## src/rtl/asip_pkg.sv

```systemverilog
// rtl/asip_pkg.sv - shared types and constants for the ASIP pipeline
// Contents:
//   mem_state_t : memory-access stage FSM states
//   WB_SEL_MEM  : writeback select value choosing memory data
package asip_pkg;

  typedef enum logic {
    MS_IDLE = 1'b0,
    MS_REQ  = 1'b1
  } mem_state_t;

  localparam logic WB_SEL_MEM = 1'b1;

endpackage

```

## src/rtl/mem_timeout_ctr.sv

```systemverilog
// rtl/mem_timeout_ctr.sv - saturating watchdog counter for the memory request
// Ports:
//   i_clock, i_reset : clock, asynchronous active-low reset
//   i_clear          : return the count to zero (has priority)
//   i_enable         : count one waiting cycle
//   o_expired        : count has reached TIMEOUT-1
module mem_timeout_ctr #(
  parameter int TIMEOUT = 64
) (
  input  logic i_clock,
  input  logic i_reset,
  input  logic i_clear,
  input  logic i_enable,
  output logic o_expired
);

  localparam int W = $clog2(TIMEOUT) + 1;
  localparam logic [W-1:0] LIMIT = W'(TIMEOUT - 1);

  logic [W-1:0] r_count;

  // Saturates at the abort point so a stuck enable never wraps back to zero.
  always_ff @(posedge i_clock or negedge i_reset) begin
    if (!i_reset) begin
      r_count <= '0;
    end else if (i_clear) begin
      r_count <= '0;
    end else if (i_enable && (r_count != LIMIT)) begin
      r_count <= r_count + 1'b1;
    end
  end

  assign o_expired = (r_count == LIMIT);

endmodule

```

## src/rtl/mem_access_stage.sv

```systemverilog
// rtl/mem_access_stage.sv - memory-access pipeline stage with req/ack data memory port
// Ports:
//   i_clock, i_reset          : clock, asynchronous active-low reset
//   i_valid_ex .. i_wdata_ex  : instruction fields from the EX/MEM register
//   o_dmem_req/we/addr/wdata  : data memory request, held stable during MS_REQ
//   i_dmem_ack, i_dmem_rdata  : one-cycle completion strobe and load data
//   o_stall_mem               : hold EX/MEM and earlier stages
//   o_*_mem                   : registered bundle to mem_wb_pipe
//   o_err_mem                 : sticky misalign / rd+wr conflict / timeout flag
module mem_access_stage
  import asip_pkg::*;
#(
  parameter int N       = 32,
  parameter int TIMEOUT = 64
) (
  input  logic         i_clock,
  input  logic         i_reset,
  input  logic         i_valid_ex,
  input  logic         i_mem_rd_ex,
  input  logic         i_mem_wr_ex,
  input  logic         i_wr_en_ex,
  input  logic         i_wd_sel_ex,
  input  logic [4:0]   i_rw_ex,
  input  logic [N-1:0] i_alu_result_ex,
  input  logic [N-1:0] i_wdata_ex,
  output logic         o_dmem_req,
  output logic         o_dmem_we,
  output logic [N-1:0] o_dmem_addr,
  output logic [N-1:0] o_dmem_wdata,
  input  logic         i_dmem_ack,
  input  logic [N-1:0] i_dmem_rdata,
  output logic         o_stall_mem,
  output logic         o_wr_en_mem,
  output logic         o_wd_sel_mem,
  output logic [4:0]   o_rw_mem,
  output logic [N-1:0] o_alu_result_mem,
  output logic [N-1:0] o_rd_mem,
  output logic         o_err_mem
);

  mem_state_t r_state, w_next;

  // Holding registers for the outstanding transfer.
  logic         r_op_rd;
  logic         r_op_we;
  logic [N-1:0] r_addr;
  logic [N-1:0] r_wdata;
  logic         r_hold_wr_en;
  logic         r_hold_wd_sel;
  logic [4:0]   r_hold_rw;

  // Output registers towards mem_wb_pipe.
  logic         r_wr_en_mem;
  logic         r_wd_sel_mem;
  logic [4:0]   r_rw_mem;
  logic [N-1:0] r_alu_result_mem;
  logic [N-1:0] r_rd_mem;
  logic         r_err_mem;

  logic w_mem_op;
  logic w_illegal;
  logic w_pass;
  logic w_accept;
  logic w_bad;
  logic w_done;
  logic w_abort;
  logic w_stall;
  logic w_expired;

  assign w_mem_op  = i_mem_rd_ex | i_mem_wr_ex;
  assign w_illegal = (i_mem_rd_ex & i_mem_wr_ex) | (i_alu_result_ex[1:0] != 2'b00);

  mem_timeout_ctr #(
    .TIMEOUT (TIMEOUT)
  ) u_timeout (
    .i_clock   (i_clock),
    .i_reset   (i_reset),
    .i_clear   (r_state == MS_IDLE),
    .i_enable  ((r_state == MS_REQ) && !i_dmem_ack),
    .o_expired (w_expired)
  );

  always_ff @(posedge i_clock or negedge i_reset) begin
    if (!i_reset) begin
      r_state <= MS_IDLE;
    end else begin
      r_state <= w_next;
    end
  end

  always_comb begin
    w_next   = r_state;
    w_pass   = 1'b0;
    w_accept = 1'b0;
    w_bad    = 1'b0;
    w_done   = 1'b0;
    w_abort  = 1'b0;
    w_stall  = 1'b0;
    case (r_state)
      MS_IDLE: begin
        if (i_valid_ex) begin
          if (!w_mem_op) begin
            w_pass = 1'b1;
          end else if (w_illegal) begin
            w_bad = 1'b1;
          end else begin
            w_accept = 1'b1;
            w_stall  = 1'b1;
            w_next   = MS_REQ;
          end
        end
      end
      MS_REQ: begin
        // Ack is checked first so a same-cycle ack beats the watchdog.
        if (i_dmem_ack) begin
          w_done = 1'b1;
          w_next = MS_IDLE;
        end else if (w_expired) begin
          w_abort = 1'b1;
          w_next  = MS_IDLE;
        end else begin
          w_stall = 1'b1;
        end
      end
      default: begin
        w_next = MS_IDLE;
      end
    endcase
  end

  always_ff @(posedge i_clock or negedge i_reset) begin
    if (!i_reset) begin
      r_op_rd       <= 1'b0;
      r_op_we       <= 1'b0;
      r_addr        <= '0;
      r_wdata       <= '0;
      r_hold_wr_en  <= 1'b0;
      r_hold_wd_sel <= 1'b0;
      r_hold_rw     <= '0;
    end else if (w_accept) begin
      r_op_rd       <= i_mem_rd_ex;
      r_op_we       <= i_mem_wr_ex;
      r_addr        <= i_alu_result_ex;
      r_wdata       <= i_wdata_ex;
      r_hold_wr_en  <= i_wr_en_ex;
      r_hold_wd_sel <= i_wd_sel_ex;
      r_hold_rw     <= i_rw_ex;
    end
  end

  always_ff @(posedge i_clock or negedge i_reset) begin
    if (!i_reset) begin
      r_wr_en_mem      <= 1'b0;
      r_wd_sel_mem     <= 1'b0;
      r_rw_mem         <= '0;
      r_alu_result_mem <= '0;
      r_rd_mem         <= '0;
    end else if (w_pass) begin
      r_wr_en_mem      <= i_wr_en_ex;
      r_wd_sel_mem     <= i_wd_sel_ex;
      r_rw_mem         <= i_rw_ex;
      r_alu_result_mem <= i_alu_result_ex;
    end else if (w_done) begin
      r_wr_en_mem      <= r_hold_wr_en;
      r_wd_sel_mem     <= r_hold_wd_sel;
      r_rw_mem         <= r_hold_rw;
      r_alu_result_mem <= r_addr;
      if (r_op_rd) begin
        r_rd_mem <= i_dmem_rdata;
      end
    end else begin
      // Bubble: no writeback, select defaults away from memory data.
      r_wr_en_mem  <= 1'b0;
      r_wd_sel_mem <= ~WB_SEL_MEM;
    end
  end

  always_ff @(posedge i_clock or negedge i_reset) begin
    if (!i_reset) begin
      r_err_mem <= 1'b0;
    end else if (w_bad || w_abort) begin
      r_err_mem <= 1'b1;
    end
  end

  assign o_dmem_req       = (r_state == MS_REQ);
  assign o_dmem_we        = (r_state == MS_REQ) & r_op_we;
  assign o_dmem_addr      = r_addr;
  assign o_dmem_wdata     = r_wdata;
  assign o_stall_mem      = w_stall;
  assign o_wr_en_mem      = r_wr_en_mem;
  assign o_wd_sel_mem     = r_wd_sel_mem;
  assign o_rw_mem         = r_rw_mem;
  assign o_alu_result_mem = r_alu_result_mem;
  assign o_rd_mem         = r_rd_mem;
  assign o_err_mem        = r_err_mem;

endmodule

```

## config.mk

```make
export PLATFORM = sky130hd
export DESIGN_NAME = mem_access_stage
export DESIGN_NICKNAME = d
export VERILOG_FILES = /design/src/rtl/asip_pkg.sv /design/src/rtl/mem_timeout_ctr.sv /design/src/rtl/mem_access_stage.sv
export SDC_FILE = /design/constraint.sdc
export NUM_CORES = 1
export LEC_CHECK = 0
export BUFFER_PORTS_ARGS = -buffer_cell sky130_fd_sc_hd__buf_2
export CORE_MARGIN = 2
export CORE_UTILIZATION = 43
export DETAILED_ROUTE_END_ITERATION = 10
export HOLD_SLACK_MARGIN = 0.08
export PLACE_DENSITY = 0.75
export SLEW_MARGIN = 20
export SYNTH_ARGS = -nofsm -noshare
export SYNTH_HDL_FRONTEND = slang
export SYNTH_SLANG_ARGS = --single-unit
```

## constraint.sdc

```tcl
create_clock -name i_clock -period 1.7 [get_ports i_clock]
set_input_delay 0.17 -clock i_clock [delete_from_list [all_inputs] [get_ports i_clock]]
set_output_delay 0.17 -clock i_clock [all_outputs]
set_load 0.01 [all_outputs]
```

# After elaboration in Yosys (flattened, before gate mapping)

Cells that the tools add are included.

Input port bits: 109
Register bits after elaboration: 153
Word-level logic and storage cells: 61
Output and inout port bits: 139

Add/subtract/negate cells: 1
Eq/ne operators: 3
Mux-type cells: 29
Bitwise gates (word level): 6
Reductions and logical operators: 7

Operators by type and width:

| operator                                               | count |
|---|---|
| two-way mux 32 bit                                     | 2 |
| two-way mux 1 bit                                      | 22 |
| two-way mux 7 bit                                      | 2 |
| two-way mux 5 bit                                      | 2 |
| adder 7 x 1 -> 7 bit (second input constant)           | 1 |
| equality test 7 x 6 -> 1 bit (second input constant)   | 1 |
| inequality test 7 x 6 -> 1 bit (second input constant) | 1 |
| nonzero test 2 bit                                     | 2 |
| AND reduction 3 bit                                    | 1 |
| AND 1 bit                                              | 2 |
| logical AND 1 bit                                      | 2 |
| inequality test 2 x 1 -> 1 bit (second input constant) | 1 |
| NOT 1 bit                                              | 2 |
| OR 1 bit                                               | 2 |
| case mux 1 bit (2 select lines)                        | 1 |
| zero test 1 bit                                        | 1 |
| logical OR 1 bit                                       | 1 |

# Depth between registers and ports, before layout

Depth in word-level cells: 7
Gate-level depth with buffers: 5
Depth with buffers taken out: 4

# Hierarchy

Synthesis repeated with hierarchy kept, for this count alone.

Cells, all modules: 441
Area total of the unflattened synthesis: 6,412.4 µm²

Modules (own cells, without submodules):

| module           | seq. area each (µm²) | cells an instance | area each (µm²) | times used |
|---|---|---|---|---|
| mem_access_stage | 3,653.5              | 403               | 6,003.3         | 1 |
| mem_timeout_ctr  | 175.2                | 38                | 409.1           | 1 |

# Worst setup path before layout

OpenSTA, ideal clock, no wires.

Path kind: register to register
Start: register r_state, in the netlist o_dmem_req
End: register r_addr[10], in the netlist o_dmem_addr[10]
Slack: -0.114 ns
Clock period less this slack: 1.814 ns
Data required time: 1.573 ns
Path buffers: 2
Setup time: 0.127 ns
Stages on the path, launching flop included: 6
Data arrival time: 1.687 ns
Path through: dfrtp_1 -> nand2b_1 -> or4_1 -> buf_4 -> buf_6 -> mux2_1

Word-level cells in the longest chain between the ends: 1

Ends and longest elaborated chain:

| what                   | RTL line                | source |
|---|---|---|
| start, declared        | mem_access_stage.sv:41  | `mem_state_t r_state, w_next;` |
| start signal, assigned | mem_access_stage.sv:87  | `r_state <= w_next;` |
| two-way mux 1 bit      | mem_access_stage.sv:99  | `case (r_state)` |
| end signal, assigned   | mem_access_stage.sv:143 | `r_addr <= i_alu_result_ex;` |
| end, declared          | mem_access_stage.sv:46  | `logic [N-1:0] r_addr;` |

No other way between the ends.
A chain may end at the register's enable or synchronous reset.

# Worst setup path in the final report

Start: register r_state, in the netlist o_dmem_req
End: output port o_stall_mem

Word-level cells in the longest chain between the ends: 2

Ends and longest elaborated chain:

| what                              | RTL line               | source |
|---|---|---|
| NOT 1 bit                         | --                     |  |
| case mux 1 bit (2 select lines) * | mem_access_stage.sv:99 |  |
| end, declared                     | mem_access_stage.sv:32 | `output logic o_stall_mem,` |

Every way passes the cells marked *; elsewhere a longest branch is shown, timed or not.

==> metrics.cfg <==
[yosys]
syn_nets=520
synth_flop_cell=dfrtp_1
synth.most_common_cell=dfrtp_1
syn-mean-instance-area_um2=14.8
synth_cell_types=34
synth_area_leaders=dfrtp_1, mux2_1, mux2_2
synthCells=410
syn_area_um2=6080
seq_area_frac_synth=0.629
netlist.area_leader.share=0.629
synth_commonest_cells=dfrtp_1, mux2_1, mux2_2
yosys_warnings=0
synth_top_cell_by_area=dfrtp_1
ys_ff_latch=153
async_flop_share=1.00
synth_edf_count=0

[setup_path]
critPathMaxFanout=2
r2r_setup_slack_ns=-0.31
cp-start-kind=register
cp_top_family=simple AND/OR/NAND/NOR gates
end_kind=output pin
crit_buf_inv=2
slowest_stage=or4_4
critical_path.max_stage_delay_ns=0.51
r2r-start=o_dmem_req
required_ns=1.53
r2r_cells=5
crit_path_cell_trace=nand2b_4 -> or4_4 -> buf_12 -> a21bo_4 -> buf_6
path_class=register to output pin
arrival_ns=1.86
reg2reg_to=o_dmem_wdata[6]

[clocking]
cts_sinks=153
clock-root-buffer=clkbuf_16
cts_tree=yes
clkTransAtPathRegs_ns=0.06
cts_inserted_buffers=17
worstSkewPairLatency_ns=0.42
htreeDepth=4
cts_buffer_depth=2

[global_routing]
antenna_found_initial=0
gr-usage-all-layers=0.232
grt_util_met2=0.404
use_met1=0.277
busiest_layer=met2
grt_pass1_wl_um=26800
first_global_vias=5366
grt_max_degree=52
grt_overflow=0
grtUsageMet3=0.0567

[die]
io_pins=248
core_area_um2=13800
die_w_um=123
num_rows=43
die_h_um=123
initial_core_util=0.440
dieArea_um2=15100

[hold_path]
whs_endpoint=r_op_we
timing.hold.worst.class=input pin to register
min_path_cells=3
worstHoldStart=i_mem_rd_ex

[drt]
wl_per_cell_um=18.0
ant_nets=0
dr_total_vias=4983
drt-pass1-iter-count=4
drcViolationCount=0
drt_first_iter_violations=227
wirelength_um=17400
vias_per_cell=5.17

[timing]
finalHoldViolCount=0
skew_ns=0.00778
setup_tns_ns=-14.12
tightest_slew_ns=0.669
rsz0062_at_grt=true
max_freq_mhz=492
layout_min_cycle_time_ns=2.03
max_slew_margin=0.553
drv_slew=0
finalCritPeriodShare=1.20
finalSetupViolations=73
worst_slack_ns=-0.333

[place]
dp.cells=822
place_hpwl_um=10400
io_buffer_count=247
post-place-ws_ns=-0.0624
gp_congestion=0.788

[power]
clock_power_share=0.329
p_per_area_nw_per_um2=1320
power_mw=12.4
ir_worst_vdd_mv=0.759
power_frac_seq=0.420
p_int_mw=8.93
swShare=0.282
combPwrFrac=0.251
p_sw_mw=3.51
p_leak_nw=4.80

[final_layout]
drive_gt1_frac=0.449
area_growth_pct=54.8
utilization=0.681
num_antenna_cells=0
stdcell_count=964
nNetsFinal=881

[run_status]
status=finished, violations left
violations=negative setup slack

[flow_run]
maxCapViolCount=0

==> kinds of logic (layout without fill, tap and decap cells) <==
kind of cell             count (synthesis)  after routing  synth area share
AO/OA/AOI/OAI                           50             51            0.0749
XOR/XNOR                                 1              1           0.00144
flip-flops                             153            153             0.629
buffers and inverters                   33            406            0.0284
multiplexers                           107            107             0.197
adder cells (fa/ha/maj)                  1              1           0.00206
AND/OR/NAND/NOR                         65             65            0.0668
==> state kept, by name (all words and copies together), names as in the netlist <==
name and flops:
r_hold_wd_sel 1, o_wr_en_mem 1, o_dmem_addr 32, r_op_rd 1, o_wd_sel_mem 1, o_alu_result_mem 32
r_op_we 1, u_timeout.r_count 7, o_err_mem 1, o_rw_mem 5, r_hold_wr_en 1, r_hold_rw 5
o_dmem_req 1, o_rd_mem 32, o_dmem_wdata 32
==> cell type report <==
type	instances	area [um^2]
Timing Repair Buffer	371	2560
Inverter	3	11.3
Tap cell	180	225
Clock inverter	12	198
Clock buffer	20	447
Multi-Input combinational cell	225	2150
Fill cell	993	4410
Sequential cell	153	3830
==> power groups by stage <==
| stage | Clock (mW) | Combinational, mW | Sequential (mW) |
|---|---|---|---|
| 2_1_floorplan | 0 | 0.960 | 5.66 |
| 6_report | 4.10 | 3.12 | 5.22 |
| 5_1_grt | 4.33 | 3.37 | 5.34 |
| 3_5_place_dp | 0 | 2.89 | 5.26 |
| 3_3_place_gp | 0 | 2.79 | 5.18 |
| 4_1_cts | 4.17 | 3.11 | 5.21 |
==> worst max path at each step <==
stage / from / end / cells past startpoint
after floorplan: o_dmem_req / o_dmem_addr[10] / 5
after global placement: o_dmem_req / r_hold_rw[2] / 4
after detailed placement: o_dmem_req / o_alu_result_mem[26] / 3
after CTS: o_dmem_req / o_stall_mem / 5
after global routing: o_dmem_req / o_stall_mem / 5
final: o_dmem_req / o_stall_mem / 5
==> stage by stage <==
| step | hold WS [ns] | area, um^2 |
|---|---|---|
| floorplan | -0.126 | 6120 |
| global placement | 0.106 | 7600 |
| detailed placement | 0.113 | 7600 |
| CTS | 0.0867 | 9390 |
| global route | 0.103 | 9420 |
| finish | 0.112 | 9420 |
==> repair_timing <==
action | CTS | global route
endpoints found under the setup margin | 89 | 75
pin swaps | 3 | 1
resized for setup | 8 | 5
gates cloned | 2 | 0
hold endpoints to repair | 245 | 0
hold buffers | 104 | 0
buffers inserted | 3 | 1
==> worst min-delay path: stages <==
cell and delay (ns):
buf_2 0.10, buf_4 0.14, mux2i_1 0.07
==> layout by cell type (no fill, tap or decap), types with 2 or more instances in the layout <==
| cell | netlist | routed |
|---|---|---|
| and3_1 | 37 | 37 |
| dlygate4sd3_1 | 0 | 104 |
| buf_6 | 6 | 5 |
| a32o_1 | 2 | 2 |
| and2_1 | 3 | 3 |
| clkinvlp_4 | 0 | 2 |
| bufinv_16 | 0 | 5 |
| inv_1 | 3 | 3 |
| clkbuf_1 | 20 | 2 |
| dfrtp_1 | 153 | 153 |
| buf_2 | 0 | 245 |
| mux2_4 | 0 | 3 |
| buf_4 | 1 | 10 |
| clkinv_4 | 0 | 2 |
| nand2b_1 | 4 | 3 |
| mux2_2 | 46 | 46 |
| a221o_1 | 37 | 37 |
| a21oi_1 | 5 | 4 |
| nand2_1 | 8 | 8 |
| o21ai_0 | 2 | 2 |
| a21oi_4 | 0 | 2 |
| buf_12 | 0 | 5 |
| clkinv_2 | 0 | 3 |
| nand3_1 | 2 | 2 |
| mux2i_1 | 5 | 5 |
| mux2_1 | 56 | 53 |
| nor2b_1 | 2 | 2 |
| clkbuf_16 | 0 | 17 |
==> per-layer routing <==
metal  vias up  share of wire
li1       2248              -
met1      2505           0.40
met2       201           0.52
met3        29          0.057
met4         0          0.023
met5         -              0
Power figures use the tool's default switching activity.
